**config.mk**
```make
export PLATFORM = sky130hd
export DESIGN_NAME = dac_wavegen
export DESIGN_NICKNAME = d
export VERILOG_FILES = /design/src/rtl/dac_wavegen_pkg.sv /design/src/rtl/dac_wavegen_ch.sv /design/src/rtl/dac_wavegen.sv
export SDC_FILE = /design/constraint.sdc
export NUM_CORES = 1
export LEC_CHECK = 0
export CAP_MARGIN = 20
export CORE_MARGIN = 1.5
export CORE_UTILIZATION = 35
export DETAILED_ROUTE_END_ITERATION = 10
export PLACE_DENSITY = 0.5
export SYNTH_ARGS = -nofsm -noshare
export SYNTH_HDL_FRONTEND = slang
export SYNTH_SLANG_ARGS = --single-unit
```
**constraint.sdc**
```tcl
create_clock -name clk -period 2.1 [get_ports clk]
set_input_delay 0.21 -clock clk [delete_from_list [all_inputs] [get_ports clk]]
set_output_delay 0.21 -clock clk [all_outputs]
set_load 0.01 [all_outputs]
```
**src/rtl/dac_wavegen_pkg.sv**
```systemverilog
// dac_wavegen_pkg: mode, cfg address and controller state encodings shared by the waveform generator.
package dac_wavegen_pkg;
    typedef enum logic [1:0] {
        MODE_RAMP     = 2'd0,
        MODE_TRIANGLE = 2'd1,
        MODE_SQUARE   = 2'd2,
        MODE_CONST    = 2'd3
    } mode_t;
    typedef enum logic [1:0] {
        ST_STOP = 2'd0,
        ST_ARM  = 2'd1,
        ST_RUN  = 2'd2
    } state_t;
    localparam logic [1:0] CFG_MODE  = 2'd0;
    localparam logic [1:0] CFG_INC   = 2'd1;
    localparam logic [1:0] CFG_LEVEL = 2'd2;
    localparam logic [1:0] CFG_RSVD  = 2'd3;
endpackage

```
**src/rtl/dac_wavegen_ch.sv**
```systemverilog
// dac_wavegen_ch: one DAC channel - shadow/active config, phase accumulator, waveform mux, output register.
// Build option DAC_WAVEGEN_INVERT_EN inverts every output bit, midscale included.
module dac_wavegen_ch
    import dac_wavegen_pkg::*;
#(
    parameter int DATA_W = 8,
    parameter int ACC_W  = 16
) (
    input  logic              clk,
    input  logic              nReset,
    input  logic              we,
    input  logic [1:0]        addr,
    input  logic [ACC_W-1:0]  data,
    input  logic              clear,
    input  logic              advance,
    input  logic              commit,
    input  logic              stop,
    output logic [DATA_W-1:0] dout
);
    localparam logic [DATA_W-1:0] MID     = DATA_W'(1) << (DATA_W - 1);
    localparam logic [ACC_W-1:0]  INC_RST = ACC_W'(1) << (ACC_W - DATA_W);
`ifdef DAC_WAVEGEN_INVERT_EN
    localparam logic [DATA_W-1:0] OUT_XOR = '1;
`else
    localparam logic [DATA_W-1:0] OUT_XOR = '0;
`endif

    mode_t             mode_s, mode_a;
    logic [ACC_W-1:0]  inc_s, inc_a, acc;
    logic [DATA_W-1:0] level_s, level_a, p, wave;

    always_ff @(posedge clk or negedge nReset) begin
        if (!nReset) begin
            mode_s  <= MODE_RAMP;
            inc_s   <= INC_RST;
            level_s <= MID;
        end else if (we) begin
            if (addr == CFG_MODE)  mode_s  <= mode_t'(data[1:0]);
            if (addr == CFG_INC)   inc_s   <= data;
            if (addr == CFG_LEVEL) level_s <= data[DATA_W-1:0];
        end
    end

    // Commit samples the shadow before any same-cycle write lands, so that write stays pending.
    always_ff @(posedge clk or negedge nReset) begin
        if (!nReset) begin
            mode_a  <= MODE_RAMP;
            inc_a   <= INC_RST;
            level_a <= MID;
        end else if (commit) begin
            mode_a  <= mode_s;
            inc_a   <= inc_s;
            level_a <= level_s;
        end
    end

    always_ff @(posedge clk or negedge nReset) begin
        if (!nReset)
            acc <= '0;
        else if (clear)
            acc <= '0;
        else if (advance)
            acc <= acc + inc_a;
    end

    always_comb begin
        p    = acc[ACC_W-2 -: DATA_W];
        wave = mode_a == MODE_RAMP     ? acc[ACC_W-1 -: DATA_W] :
               mode_a == MODE_TRIANGLE ? (acc[ACC_W-1] ? ~p : p) :
               mode_a == MODE_SQUARE   ? {DATA_W{acc[ACC_W-1]}} :
                                         level_a;
    end

    always_ff @(posedge clk or negedge nReset) begin
        if (!nReset)
            dout <= MID ^ OUT_XOR;
        else
            dout <= (stop ? MID : wave) ^ OUT_XOR;
    end
endmodule

```
**src/rtl/dac_wavegen.sv**
```systemverilog
// dac_wavegen: multi-channel DAC waveform generator - controller FSM, channel write decode, DAC clock forwarding.
// Build option DAC_WAVEGEN_INVERT_EN selects inverted DAC data in every channel.
module dac_wavegen
    import dac_wavegen_pkg::*;
#(
    parameter int DATA_W   = 8,
    parameter int CHANNELS = 2,
    parameter int ACC_W    = 16
) (
    input  logic                       clk,
    input  logic                       nReset,
    input  logic                       run,
    input  logic                       cfg_we,
    input  logic [2:0]                 cfg_ch,
    input  logic [1:0]                 cfg_addr,
    input  logic [ACC_W-1:0]           cfg_data,
    input  logic                       cfg_commit,
    output logic                       running,
    output logic [CHANNELS*DATA_W-1:0] dac_d,
    output logic [CHANNELS-1:0]        dac_c
);
    state_t state, state_n;
    logic   clear, advance, stop;

    always_ff @(posedge clk or negedge nReset) begin
        if (!nReset)
            state <= ST_STOP;
        else
            state <= state_n;
    end

    always_comb begin
        state_n = !run ? ST_STOP : (state == ST_STOP ? ST_ARM : ST_RUN);
        clear   = state == ST_ARM;
        advance = state == ST_RUN;
        stop    = state != ST_RUN;
        running = state != ST_STOP;
    end

    // The DACs latch half a cycle after dac_d changes.
    assign dac_c = {CHANNELS{~clk}};

    for (genvar k = 0; k < CHANNELS; k++) begin : g_ch
        dac_wavegen_ch #(
            .DATA_W(DATA_W),
            .ACC_W (ACC_W)
        ) u_ch (
            .clk    (clk),
            .nReset (nReset),
            .we     (cfg_we && cfg_ch == 3'(k)),
            .addr   (cfg_addr),
            .data   (cfg_data),
            .clear  (clear),
            .advance(advance),
            .commit (cfg_commit),
            .stop   (stop),
            .dout   (dac_d[k*DATA_W +: DATA_W])
        );
    end
endmodule

```
After elaboration in Yosys (flattened, before gate mapping)
Cells that the tools add are included.
W data, S select, Z words.
- add/sub/neg operators: 2
- equality and inequality tests: 10
- multiplexer cells: 16
- bitwise logic cells: 3
- reduce and logical (&&, ||, !) cells: 15
- operators by type and width (kind ; count):
    $mux W8 ; 10
    $mux W16 ; 4
    $add A16 B16 Y16 ; 2
    $not A8 Y8 ; 2
    $reduce_and A2 Y1 ; 6
    $eq A2 B1 Y1 const B ; 4
    $eq A2 B2 Y1 const B ; 4
    $logic_not A2 Y1 ; 4
    $mux W2 ; 2
    $reduce_bool A2 Y1 ; 2
    $eq A3 B1 Y1 const B ; 1
    $logic_not A3 Y1 ; 1
    $logic_and A1 B1 Y1 ; 2
    $ne A2 B2 Y1 const B ; 1
    $not A1 Y1 ; 1
- register bits after elaboration: 154
- input port bits: 26
- output and inout bits: 19
- logic and storage cells: 63

Depth between registers and ports, before layout
- word-level depth: 5
- mapped depth: 9
- mapped depth without buffers: 9

Hierarchy
Synthesis repeated with hierarchy kept, for this count alone.
- cells, all modules: 663
- area, all modules: 7907.6 um2
- modules (own cells, without submodules) (module ; times used ; cells an instance ; area each (um2) ; seq. area each (um2)):
    dac_wavegen_ch (g_ch[0].u_ch) ; 1 ; 326 ; 3907.5 ; 1908.1
    dac_wavegen_ch (g_ch[1].u_ch) ; 1 ; 325 ; 3871.2 ; 1908.1
    dac_wavegen ; 1 ; 12 ; 128.9 ; 50.0

==> qor.csv <==
metric,value,unit
run status,"complete, but fails checks",
failing checks,setup timing,
Switch Pwr,4.03,mW
drt first pass iters,4,
area delta synth->final,25.1,%
crit start category,flip-flop,
Post-Syn Instances,614,
Starting DRT DRC Count,189,
clock buffer depth,2,
largest family of logic cells by synthesized area,multiplexers,
Initial Utilization,36.1,%
via count,5083,
"flops & latches, synth",154,
"setup slack, reg-to-reg",-0.06,ns
Die ar.,0.0228,mm2
Comb pwr share,35.5,%
Clock power frac,27.5,%
Total GRT Usage,17.4,%
Async SR Flop Fraction,100,%
largest cells by area after synthesis,"dfrtp_1 47%, mux2_2 15%, ha_1 5.4%",
Fmax,464,MHz
compound-cell area share of the yosys netlist,11.2,%
Core Area,0.0212,mm2
width of the die,151,um
"area leader, netlist",dfrtp_1,
Sw Share,33.9,%
post-DR wirelength/cell,18.4,um
fin crit share,103,%
first-pass GRT wire length,29500,um
Leak,4.21,nW
antenna violations before repair,0,
area share of the largest cell type after synthesis,47.1,%
num rows,53,
grt total ovfl,0,
clk_skew,0.0121,ns
maxcap violations,0,
worst vdd ir,0.000526,V
number of synthesized flops with an enable pin,0,
DRC,0,
vias in the first global route,5303,
Crit Path Class,flip-flop to flip-flop,
Worst Setup End Kind,flip-flop,
Final ANT Viol Nets,0,
Internal,7.85,mW
CP Data Required Time,2.41,ns
Layout Cells excl Fill,990,
PD cells,1240,mW/mm2
layout cell share with drive strength beyond 1,34.3,%
placer congestion estimate,0.819,
Post-synth top flop,dfrtp_1,
CTS root buf,clkbuf_16,
Synth Area in XOR/XNOR,3.77,%
via-per-instance ratio,5.13,
critical path arrival,2.47,ns
mux contribution to synthesized area,19.2,%
layout net count,763,
Mapped Nets,675,
Final Max Tran Viols,0,
area share of and/or/nand/nor cells after synthesis,6.94,%
I/O pins,45,
Clock Latency Late Sink,0.43,ns
synthesized area per cell,12.5,um2
Post-Route WL,18300,um
Post-Synth Adder-Cell Area,5.92,%
RSZ-0062 raised after global routing,yes,
final setup vio count,3,
worst-path fanout max,3,
Chip Height,151,um
Worst slew margin,52.0,%
warnings from Yosys,0,
Hold WC Path Type,primary input to async pin,
sequential-to-total area share from yosys stat,50.5,%
hpwl dp,12500,um
setup_tns,-0.118,ns
final hold vios,0,
Slew @ Worst Pin,0.720,ns
ant diodes,0,
pin count of the biggest net entering global routing,64,
Seq pwr share,37.0,%
CTS tree,done,
dpl cells,945,
setup ws final,-0.0569,ns
Netlist cell types,55,
CTS buffer count,17,
Clock transition at path regs,0.07,ns
minimum clock period,2.16,ns
port bufs,44,
synthesized cell area,0.00766,mm2
CTS H-Tree Depth,4,
## worst paths after layout
path                                                        start                                  end  cells after the start
worst max-delay path            g_ch[0].u_ch.inc_a[0]$_DFFE_PN0P_     g_ch[0].u_ch.acc[12]$_DFFE_PN0P_                     10
worst min-delay path                                       nReset    g_ch[0].u_ch.inc_a[9]$_DFFE_PN0P_                      2
worst max register to register  g_ch[0].u_ch.inc_a[0]$_DFFE_PN0P_     g_ch[0].u_ch.acc[12]$_DFFE_PN0P_                     10
worst min register to register  g_ch[0].u_ch.inc_s[1]$_DFFE_PN0P_    g_ch[0].u_ch.inc_a[1]$_DFFE_PN0P_                      2
max in group asynchronous                                  nReset    g_ch[1].u_ch.inc_a[8]$_DFFE_PN1P_                      3
min in group clk                                       cfg_commit  g_ch[0].u_ch.level_a[1]$_DFFE_PN0P_                      2
## worst max-delay path, cell delays in order, from the launching register on
cell       delay, ns
dfrtp_1         0.38
ha_2            0.19
inv_2           0.05
fa_2            0.18
and2b_1         0.19
o31a_1          0.30
o311ai_4        0.32
buf_4           0.17
a21oi_2         0.05
xnor2_1         0.14
o2bb2ai_1       0.07
## area by class of cell
type | count | area (um2)
multi-input cells | 412 | 3820
clock buffers | 20 | 447
repair buffers | 91 | 837
fillers | 1951 | 11600
inverters | 22 | 82.6
well taps | 275 | 344
clock inverters | 16 | 185
flip-flops and latches | 154 | 3870
## registers in the layout (all words and copies together), names as in the netlist
| register | cells |
|---|---|
| g_ch.u_ch.mode_a | 4 |
| state | 2 |
| g_ch.u_ch.inc_s | 32 |
| g_ch.u_ch.level_s | 16 |
| g_ch.u_ch.level_a | 16 |
| g_ch.u_ch.inc_a | 32 |
| g_ch.u_ch.acc | 32 |
| g_ch.u_ch.mode_s | 4 |
| g_ch.u_ch.dout | 16 |
## logic make-up (layout without fill, tap and decap cells)
family | Yosys count | count (layout)
mux | 117 | 117
compound gates | 122 | 122
fa+ha+maj | 35 | 35
buf+inv | 48 | 149
xor+xnor | 33 | 33
flops | 154 | 154
simple gates | 105 | 105
## synthesized netlist by cell type (all sizes together) (3+ instances only)
master and n:
nand3 6, nand4 3, dfstp 10, dfrtp 144, and2 15, xor2 19
or3 4, o21ai 29, o311ai 4, a21oi 22, o211ai 4, buf 8
xnor2 14, mux4 14, a211oi 8, o2bb2ai 14, nor2b 8, nand2b 5
clkbuf 17, a21o 9, o22ai 3, inv 23, o31ai 7, nand2 32
mux2 101, ha 33, o21a 6, nor2 20
## cells in the final DEF, fill, tap and decap left out, types with 9 or more instances in the layout
| cell | count |
|---|---|
| nand2_1 | 32 |
| xnor2_1 | 14 |
| clkbuf_16 | 17 |
| a21oi_1 | 16 |
| buf_4 | 44 |
| xor2_1 | 19 |
| clkdlybuf4s50_1 | 40 |
| o2bb2ai_1 | 14 |
| dfrtp_1 | 144 |
| dfstp_2 | 10 |
| mux2_2 | 101 |
| nor2_1 | 19 |
| o21ai_0 | 26 |
| ha_1 | 23 |
| inv_1 | 22 |
| mux4_2 | 14 |
| a21o_1 | 9 |
| and2_1 | 15 |
## metal layers
metal  track usage [%]  vias up  share of wire (%)
li1                  -     2416                  -
met1              23.8     2594                 48
met2              27.8       59                 49
met3              3.58       14                2.0
met4              4.95        0                1.3
met5                 0        -                  0
## stage by stage
step                      worst slack (ns)  total power [mW]  area (um2)  hold slack [ns]  utilization [%]
after floorplan                    0.00336              7.04        7660          -0.0856                -
after global placement              -0.155              8.29        8670            0.161             40.8
after detailed placement            -0.225              8.37        8670            0.166             40.8
after CTS                          -0.0859              11.7        9400            0.285             44.3
after global routing                -0.177              12.7        9580            0.297             45.2
final                              -0.0569              11.9        9580            0.272             45.2
## power groups by stage
stage,sequential (mW),combinational [mW],clock (mW)
finish,4.39,4.23,3.27
global route,4.51,4.69,3.50
CTS,4.37,3.99,3.36
detailed placement,4.41,3.85,0.107
global placement,4.38,3.80,0.107
floorplan,4.13,2.85,0.0618
## repair_timing
action,4_1_cts,5_1_grt
endpoints found under the hold margin,37,0
pin swaps,19,18
gates resized for setup,18,24
setup buffers,5,7
setup endpoints to repair,8,12
hold buffers,1,0
Note: power is estimated with default switching activity, not from simulation.
